File: src/rtl/steer_pkg.sv
// Shared types and default constants for the steer-enable controller.
package steer_pkg;

  typedef enum logic [1:0] {
    IDLE     = 2'd0,
    WAIT     = 2'd1,
    STEER_EN = 2'd2
  } steer_state_t;

  localparam int unsigned LD_W_DEF         = 12;
  localparam int unsigned MIN_WT_ON_DEF    = 'h200;
  localparam int unsigned MIN_WT_OFF_DEF   = 'h1C0;
  localparam int unsigned SETTLE_SHFT_DEF  = 2;
  localparam int unsigned STEPOFF_SHFT_DEF = 4;
  localparam int unsigned TMR_W_DEF        = 26;
  localparam int unsigned SETTLE_CNT_DEF   = 'h3DFD240;
  localparam int unsigned FAST_SIM_LIMIT   = 'h3FFF;
  localparam int unsigned OFF_DEB_DEF      = 3;

endpackage

File: src/rtl/steer_tmr.sv
// Saturating settle timer: counts every clock up to LIMIT and holds there until cleared.
module steer_tmr
  import steer_pkg::*;
#(
  parameter int unsigned      TMR_W = TMR_W_DEF,
  parameter logic [TMR_W-1:0] LIMIT = TMR_W'(SETTLE_CNT_DEF)
) (
  input  logic clk,
  input  logic rst,
  input  logic clr,
  output logic tmr_full
);

  logic [TMR_W-1:0] cnt_q, cnt_d;

  always_comb begin
    cnt_d = cnt_q;
    if (clr) begin
      cnt_d = '0;
    end else if (cnt_q != LIMIT) begin
      cnt_d = cnt_q + TMR_W'(1);
    end
  end

  always_ff @(posedge clk) begin
    if (rst) begin
      cnt_q <= '0;
    end else begin
      cnt_q <= cnt_d;
    end
  end

  assign tmr_full = (cnt_q == LIMIT);

endmodule

File: src/rtl/steer_en_gen.sv
// Rider-presence / steer-enable controller: captures load-cell samples, debounces
// step-off and sequences IDLE -> WAIT -> STEER_EN with registered outputs.
module steer_en_gen
  import steer_pkg::*;
#(
  parameter int unsigned LD_W         = LD_W_DEF,
  parameter int unsigned MIN_WT_ON    = MIN_WT_ON_DEF,
  parameter int unsigned MIN_WT_OFF   = MIN_WT_OFF_DEF,
  parameter int unsigned SETTLE_SHFT  = SETTLE_SHFT_DEF,
  parameter int unsigned STEPOFF_SHFT = STEPOFF_SHFT_DEF,
  parameter int unsigned TMR_W        = TMR_W_DEF,
  parameter int unsigned SETTLE_CNT   = SETTLE_CNT_DEF,
  parameter int unsigned FAST_SIM     = 0,
  parameter int unsigned OFF_DEB      = OFF_DEB_DEF
) (
  input  logic            clk,
  input  logic            rst,
  input  logic            ld_vld,
  input  logic [LD_W-1:0] lft_ld,
  input  logic [LD_W-1:0] rght_ld,
  output logic [LD_W:0]   ld_cell_diff,
  output logic            en_steer,
  output logic            rider_off,
  output logic [1:0]      sm_state
);

  localparam logic [TMR_W-1:0] LIMIT = (FAST_SIM != 0) ? TMR_W'(FAST_SIM_LIMIT)
                                                       : TMR_W'(SETTLE_CNT);
  localparam logic [LD_W:0]    WT_ON  = (LD_W+1)'(MIN_WT_ON);
  localparam logic [LD_W:0]    WT_OFF = (LD_W+1)'(MIN_WT_OFF);
  localparam int unsigned      DEB_W  = $clog2(OFF_DEB + 1);
  localparam logic [DEB_W-1:0] DEB_MAX = DEB_W'(OFF_DEB);

  logic [LD_W-1:0]  lft_q, lft_d, rght_q, rght_d;
  logic [LD_W:0]    diff_q, diff_d;
  logic [DEB_W-1:0] deb_q, deb_d;
  steer_state_t     state_q, state_d;
  logic             en_steer_q, en_steer_d;
  logic             rider_off_q, rider_off_d;

  logic [LD_W:0] sum, adiff, in_sum;
  logic          present, unsettled, stepoff, absent_in, off_det;
  logic          clr_tmr, tmr_full;

  // Capture path and debounce counter
  always_comb begin
    lft_d  = lft_q;
    rght_d = rght_q;
    diff_d = diff_q;
    if (ld_vld) begin
      lft_d  = lft_ld;
      rght_d = rght_ld;
      diff_d = {1'b0, lft_ld} - {1'b0, rght_ld};
    end
  end

  // Absent is judged on the incoming sample so the count lands with its capture.
  always_comb begin
    in_sum    = {1'b0, lft_ld} + {1'b0, rght_ld};
    absent_in = (in_sum < WT_OFF);
    deb_d     = deb_q;
    if (state_q == IDLE) begin
      deb_d = '0;
    end else if (ld_vld) begin
      if (!absent_in) begin
        deb_d = '0;
      end else if (deb_q != DEB_MAX) begin
        deb_d = deb_q + DEB_W'(1);
      end
    end
  end

  always_ff @(posedge clk) begin
    if (rst) begin
      lft_q  <= '0;
      rght_q <= '0;
      diff_q <= '0;
      deb_q  <= '0;
    end else begin
      lft_q  <= lft_d;
      rght_q <= rght_d;
      diff_q <= diff_d;
      deb_q  <= deb_d;
    end
  end

  // Derived flags from the captured sample; magnitude taken without a signed detour.
  always_comb begin
    sum       = {1'b0, lft_q} + {1'b0, rght_q};
    adiff     = (lft_q >= rght_q) ? ({1'b0, lft_q} - {1'b0, rght_q})
                                  : ({1'b0, rght_q} - {1'b0, lft_q});
    present   = (sum > WT_ON);
    unsettled = (adiff > (sum >> SETTLE_SHFT));
    stepoff   = (adiff > (sum - (sum >> STEPOFF_SHFT)));
    off_det   = (deb_q == DEB_MAX);
  end

  steer_tmr #(
    .TMR_W (TMR_W),
    .LIMIT (LIMIT)
  ) u_tmr (
    .clk      (clk),
    .rst      (rst),
    .clr      (clr_tmr),
    .tmr_full (tmr_full)
  );

  // State register
  always_ff @(posedge clk) begin
    if (rst) begin
      state_q <= IDLE;
    end else begin
      state_q <= state_d;
    end
  end

  // Next-state logic
  always_comb begin
    state_d = state_q;
    clr_tmr = 1'b0;
    unique case (state_q)
      IDLE: begin
        if (present) begin
          state_d = WAIT;
          clr_tmr = 1'b1;
        end
      end
      WAIT: begin
        if (off_det) begin
          state_d = IDLE;
        end else if (unsettled) begin
          clr_tmr = 1'b1;
        end else if (tmr_full) begin
          state_d = STEER_EN;
        end
      end
      STEER_EN: begin
        if (off_det) begin
          state_d = IDLE;
        end else if (stepoff) begin
          state_d = WAIT;
          clr_tmr = 1'b1;
        end
      end
      default: begin
        state_d = IDLE;
      end
    endcase
  end

  // Outputs are registered from the next state so they align with state entry.
  always_comb begin
    en_steer_d  = (state_d == STEER_EN);
    rider_off_d = (state_q != IDLE) && (state_d == IDLE);
  end

  always_ff @(posedge clk) begin
    if (rst) begin
      en_steer_q  <= 1'b0;
      rider_off_q <= 1'b0;
    end else begin
      en_steer_q  <= en_steer_d;
      rider_off_q <= rider_off_d;
    end
  end

  assign ld_cell_diff = diff_q;
  assign en_steer     = en_steer_q;
  assign rider_off    = rider_off_q;
  assign sm_state     = state_q;

endmodule

File: config.mk
export PLATFORM = sky130hd
export DESIGN_NAME = steer_en_gen
export DESIGN_NICKNAME = d
export VERILOG_FILES = /design/src/rtl/steer_pkg.sv /design/src/rtl/steer_tmr.sv /design/src/rtl/steer_en_gen.sv
export SDC_FILE = /design/constraint.sdc
export NUM_CORES = 1
export LEC_CHECK = 0
export ABC_CLOCK_PERIOD_IN_PS = 7800
export CORE_ASPECT_RATIO = 1.1
export CORE_MARGIN = 10
export CORE_UTILIZATION = 39
export CTS_CLUSTER_SIZE = 16
export DETAILED_ROUTE_END_ITERATION = 8
export GPL_TIMING_DRIVEN = 0
export PLACE_DENSITY = 0.62
export SLEW_MARGIN = 25
export SYNTH_ARGS = -nofsm -noshare
export SYNTH_HDL_FRONTEND = slang
export SYNTH_SLANG_ARGS = --single-unit
export TNS_END_PERCENT = 5
File: constraint.sdc
create_clock -name clk -period 7.8 [get_ports clk]
set_input_delay 1.56 -clock clk [delete_from_list [all_inputs] [get_ports clk]]
set_output_delay 1.56 -clock clk [all_outputs]
set_load 0.02 [all_outputs]
* After elaboration in Yosys (flattened, before gate mapping) *
Index checks and enable logic that the tools add are counted.

cells by class
  muxes and demuxes = 16
  $lt $le $gt $ge = 5
  reduce and logical (&&, ||, !) cells = 7
  equal/unequal tests = 8
  add/subtract/negate cells = 8

operators by type and width
  kind                                                                            number
  12-bit by 12-bit subtractor with 13-bit output                                  3
  12-bit by 12-bit adder with 13-bit output                                       2
  26-bit by 1-bit adder with 26-bit output (second input constant)                1
  26-bit equality test (second input constant)                                    1
  26-bit inequality test (second input constant)                                  1
  2-bit two-way mux                                                               8
  13-bit by 10-bit > comparator with 1-bit output (second input constant)         1
  13-bit by 11-bit > comparator with 1-bit output                                 1
  13-bit > comparator                                                             1
  13-bit by 9-bit less-than comparator with 1-bit output (second input constant)  1
  13-bit two-way mux                                                              1
  13-bit by 9-bit subtractor with 13-bit output                                   1
  12-bit >= comparator                                                            1
  2-bit equality test (second input constant)                                     3
  2-bit case mux with 3 select lines                                              1
  1-bit two-way mux                                                               5
  2-bit zero test                                                                 2
  2-bit OR reduction                                                              2
  1-bit case mux with 3 select lines                                              1
  2-bit by 1-bit adder with 2-bit output (second input constant)                  1
  2-bit by 1-bit equality test with 1-bit output (second input constant)          1
  2-bit by 1-bit inequality test with 1-bit output (second input constant)        1
  2-bit inequality test (second input constant)                                   1
  2-bit AND reduction                                                             1
  other kinds (2)                                                                 2

word-level totals
  bits in registers = 69
  output and inout port bits = 17

* Longest topological paths before layout *
  depth in word-level cells = 8
  gate-level depth with buffers = 29
  depth with buffers taken out = 28

* Cells and area by module *
Synthesis repeated with hierarchy kept, for this count alone.

second synthesis, totals
  cell total of the unflattened synthesis = 822
  area, all modules = 6643.9 um^2

by module, submodules not included
  module        times used  cells an instance  area each (um^2)
  steer_en_gen  1           675                5373.9
  steer_tmr     1           147                1270.0

* Worst setup path before layout *
Ideal clock, no wire load.

  path type = register -> register
  start point = register lft_q[1]
  end point = register u_tmr.cnt_q[0]
  arrival time = 5.298 ns
  required time = 7.653 ns
  period minus slack after synthesis = 5.445 ns
  slack = 2.355 ns
  library setup time = 0.147 ns
  stages on the path, launching flop included = 28
  cell sequence = dfxtp_1 > inv_1 > fa_1 > or2_0 > a221oi_2 > o21ai_0 > nand2b_1 > xor2_1 > ha_1 > a21oi_1 > nor2_1 > a221oi_1 > o21bai_1 > a21oi_1 > nor3_1 > a211oi_1 > ha_1 > o21ai_0 > a22oi_1 > a21o_1 > a21oi_1 > nor2_1 > o211ai_1 > a21o_1 > a41o_1 > nand2_1 > clkbuf_1 > a211oi_2

between the ends
  longest elaborated chain between the ends = 7
  elaborated cells on any way between the ends = 16
  classes of those cells = 4 x add/sub; 4 x order compare; 7 x mux; 1 x reduce/logical

RTL lines
  what                                                                                    line                                      RTL
  start, declared                                                                         steer_en_gen.sv:34                        logic [LD_W-1:0] lft_q, lft_d, rght_q, rght_d;
  start signal, assigned                                                                  steer_en_gen.sv:80                        lft_q <= lft_d;
  12-bit by 12-bit adder with 13-bit output, or another cell as far along                 steer_en_gen.sv:89                        sum = {1'b0, lft_q} + {1'b0, rght_q};
  13-bit by 9-bit subtractor with 13-bit output or 13-bit two-way mux (tied branches)     steer_en_gen.sv:94, steer_en_gen.sv:90
  13-bit > comparator or 13-bit by 11-bit > comparator with 1-bit output (tied branches)  steer_en_gen.sv:94, steer_en_gen.sv:93
  1-bit two-way mux (on tied branches)                                                    steer_en_gen.sv:140, steer_en_gen.sv:131
  1-bit two-way mux (on tied branches)                                                    steer_en_gen.sv:138, steer_en_gen.sv:129
  1-bit case mux with 3 select lines (*)                                                  steer_en_gen.sv:121                       unique case (state_q)
  2-bit OR reduction (no line) (*)                                                        n/a
  end signal, assigned                                                                    steer_tmr.sv:29                           cnt_q <= cnt_d;
  end, declared                                                                           steer_tmr.sv:14                           logic [TMR_W-1:0] cnt_q, cnt_d;

Every way passes the cells marked *; elsewhere a longest branch is shown, timed or not.
A chain may end at the register's enable or synchronous reset.

* Worst setup path after layout *
  start point = register lft_q[1]
  end point = register u_tmr.cnt_q[24]

Same word-level chain as after synthesis.

==> flow_metrics.tcl <==
set metrics [dict create \
    fin_crit_ns 6.59 \
    cts_resized 0 \
    top_usage_layer "met2" \
    clkTransAtPathRegs_ns 0.07 \
    cp.required_ns 8.00 \
    critPathLaunchType "register" \
    final_max_slew_viol_count 0 \
    syn_area_mm2 0.00679 \
    core_mm2 0.0171 \
    setup-tns-final_ns 0 \
    grt.total_usage_pct 14.9 \
    total_power_w 0.00163 \
    grt_max_degree 15 \
    synth_nets 944 \
    met3_usage_pct 3.01 \
    port_buffers 43 \
    cts_buffer_depth 2 \
    synth_cell_type_count 78 \
    overflow 0 \
    htreeDepth 3 \
    antenna_cells_inserted 0 \
    drtIter0Drc 313 \
    final_net_count 998 \
    p_leak_nw 3.29 \
    synthCells 818 \
    p_per_area_mw_per_mm2 208 \
    postCtsHoldBufs 0 \
    use_met1_pct 17.4 \
    drtPass1Iterations 4 \
    final.setup_skew_ns 0.00801 \
    initial_core_util_pct 39.7 \
    insertion_delay_ns 0.35 \
    post-dp-hpwl_mm 13.7 \
    endpoint_kind "register" \
    pin_count 44 \
    postRouteAntennaNets 0 \
    die_area_mm2 0.0231 \
    via_per_inst 5.30 \
    dieHeight_um 158 \
    maxCapViolations 0 \
    grt_pass1_vias 5941 \
    fillers 1724 \
    die_x_um 146 \
    synth-seq-cells 69 \
    relSlewSlack_pct 48.6 \
    gp_congestion 0.882 \
    antenna_found_initial 0 \
    numCtsBuffers 9 \
    finalWirelength_mm 17.0 \
    syn2layout_area_growth_pct 15.5 \
    hp-class "register to register" \
    async_flop_share_pct 0 \
    rsz0062_at_grt "false" \
    drive_gt1_share_pct 7.87 \
    cts_root_buf "clkbuf_16" \
    use_met2_pct 26.1 \
    avgSynthCellArea_um2 8.29 \
    dp_cells 1095 \
    wl_per_cell_um 15.3 \
    finalHoldViolCount 0 \
    cts_tree "done" \
    ys_warn_count 0 \
    path_max_fanout 10 \
    cts_sinks 69 \
    num_rows 50 \
    vias 5890 \
    fin_crit_sh_pct 84.5 \
    worst_slew_pin_slew_ns 0.766 \
    setup_viol 0 \
    arrival_ns 6.79 \
    path_class "register to register" \
    peakVddDrop_mv 0.130 \
    r2r_setup_slack_ns 1.21 \
    status "finished clean" \
    synth-edff-count 0 \
    synth-main-ff-cell "dfxtp_1" \
    yosysSeqAreaShare_pct 20.4 \
    fmax_mhz 152 \
    fin_cells 1111 \
    drc 0 \
    cts_setup_buffers 0 \
    grt_pass1_wl_mm 28.7 \
]
kinds of logic (layout without fill, tap and decap cells):
logic type	Yosys count	count (layout)	synth area share (%)
flops	69	69	20.4
simple gates	244	244	18.3
xor+xnor	55	55	7.71
buf+inv	112	171	6.73
mux	38	38	5.73
compound gates	201	201	22.4
fa+ha+maj	99	99	18.8
synth_stat cells, types with 4 or more instances:
cell type	instances	share of area, %
a21boi_0	4	0.44
inv_1	80	4.4
buf_6	4	0.66
buf_2	5	0.37
o21a_1	6	0.66
xor2_1	25	3.2
nand2_1	40	2.2
nor2_1	73	4.0
nor4b_1	4	0.52
mux2i_1	34	5.0
a211oi_2	20	3.7
nor3b_1	6	0.66
ha_1	94	17
a21o_1	20	2.2
nand2b_1	12	1.1
xnor2_1	27	3.5
o21ai_0	29	2.1
clkbuf_1	18	1.0
nand3_1	32	2.4
nor2b_1	12	1.1
nor3_1	17	1.3
and2_1	5	0.46
and3_1	6	0.55
a221oi_1	7	0.90
a211oi_1	12	1.3
a31oi_1	5	0.46
dfxtp_1	69	20
a21oi_1	43	3.2
nand4_1	12	1.1
fa_1	5	1.5
o21bai_1	8	0.89
cells in the final DEF, fill, tap and decap left out, types with 4 or more instances in the layout:
master           synthesis  routed
ha_1                    94      94
inv_1                   80      80
nor2_1                  73      73
dfxtp_1                 69      69
a21oi_1                 43      43
clkdlybuf4s50_1          0      43
nand2_1                 40      40
mux2i_1                 34      34
nand3_1                 32      32
o21ai_0                 29      29
xnor2_1                 27      27
xor2_1                  25      25
a21o_1                  20      20
a211oi_2                20      20
clkbuf_1                18      18
nor3_1                  17      17
nor2b_1                 12      12
nand4_1                 12      12
nand2b_1                12      12
a211oi_1                12      12
clkbuf_16                0       9
o21bai_1                 8       8
a221oi_1                 7       7
and3_1                   6       6
o21a_1                   6       6
nor3b_1                  6       6
buf_2                    5       5
and2_1                   5       5
a31oi_1                  5       5
fa_1                     5       5
buf_6                    4       4
nor4b_1                  4       4
a21boi_0                 4       4
where the power goes:
part	switching (W)	internal, W	leakage (nW)
combinational	0.000452	0.000327	2.57
sequential	0.0000163	0.000370	0.564
clock	0.000179	0.000286	0.159
total	0.000647	0.000983	3.29
cell type report:
class | instances | area [um^2] | share of cell area [%]
clock inverter | 7 | 105 | 1.34
multi-input combinational | 637 | 4950 | 63.1
tap | 234 | 293 | 3.74
clock buffer | 9 | 225 | 2.87
inverter | 83 | 312 | 3.97
sequential | 69 | 1380 | 17.6
timing repair buffer | 43 | 430 | 5.49
buffer | 29 | 145 | 1.85
routing by layer:
layer	vias up	part of all wire (%)
li1	3037	-
met1	2740	44
met2	82	49
met3	31	3.4
met4	0	2.6
met5	-	0
flip-flops by register name (all words and copies together), names as in the netlist:
register and count:
rider_off 1, u_tmr.cnt_q 26, lft_q 12, sm_state 2
deb_q 2, rght_q 12, en_steer 1, ld_cell_diff 13
final timing paths:
check | cells past startpoint | startpoint | end
setup / recovery | 27 | lft_q[1] | u_tmr.cnt_q[24]
hold / removal | 2 | ld_cell_diff[8] | ld_cell_diff[8]
setup reg to reg | 27 | lft_q[1] | u_tmr.cnt_q[24]
hold reg to reg | 2 | ld_cell_diff[8] | ld_cell_diff[8]
worst max-delay path, stage by stage (launching register included):
cell,delay (ns)
dfxtp_1,0.44
inv_1,0.16
ha_1,0.36
nand2b_1,0.16
a21oi_1,0.21
o21ai_1,0.14
o311ai_1,0.63
ha_1,0.34
a21o_1,0.17
a21oi_1,0.23
nor2_1,0.07
a221oi_1,0.37
o21bai_1,0.12
a21oi_1,0.41
nor3_1,0.12
a211oi_1,0.30
ha_1,0.23
o21ai_0,0.09
a22oi_1,0.21
a21o_1,0.14
a21oi_1,0.05
nor2_1,0.13
o211ai_1,0.10
a21o_1,0.18
a41o_1,0.22
nand2_1,0.23
clkbuf_1,0.59
a211oi_2,0.05
per-stage QoR:
| stage | util [%] | cell area (um^2) | hold slack (ns) | setup WS, ns |
|---|---|---|---|---|
| 2_1_floorplan | - | 6790 | 0.449 | 2.35 |
| 3_3_place_gp | 44.0 | 7510 | 0.457 | 1.25 |
| 3_5_place_dp | 44.0 | 7510 | 0.461 | 1.23 |
| 4_1_cts | 45.9 | 7840 | 0.473 | 1.20 |
| 5_1_grt | 45.9 | 7840 | 0.492 | 0.557 |
| 6_report | 45.9 | 7840 | 0.467 | 1.21 |
(Power assumes the default switching activity.)
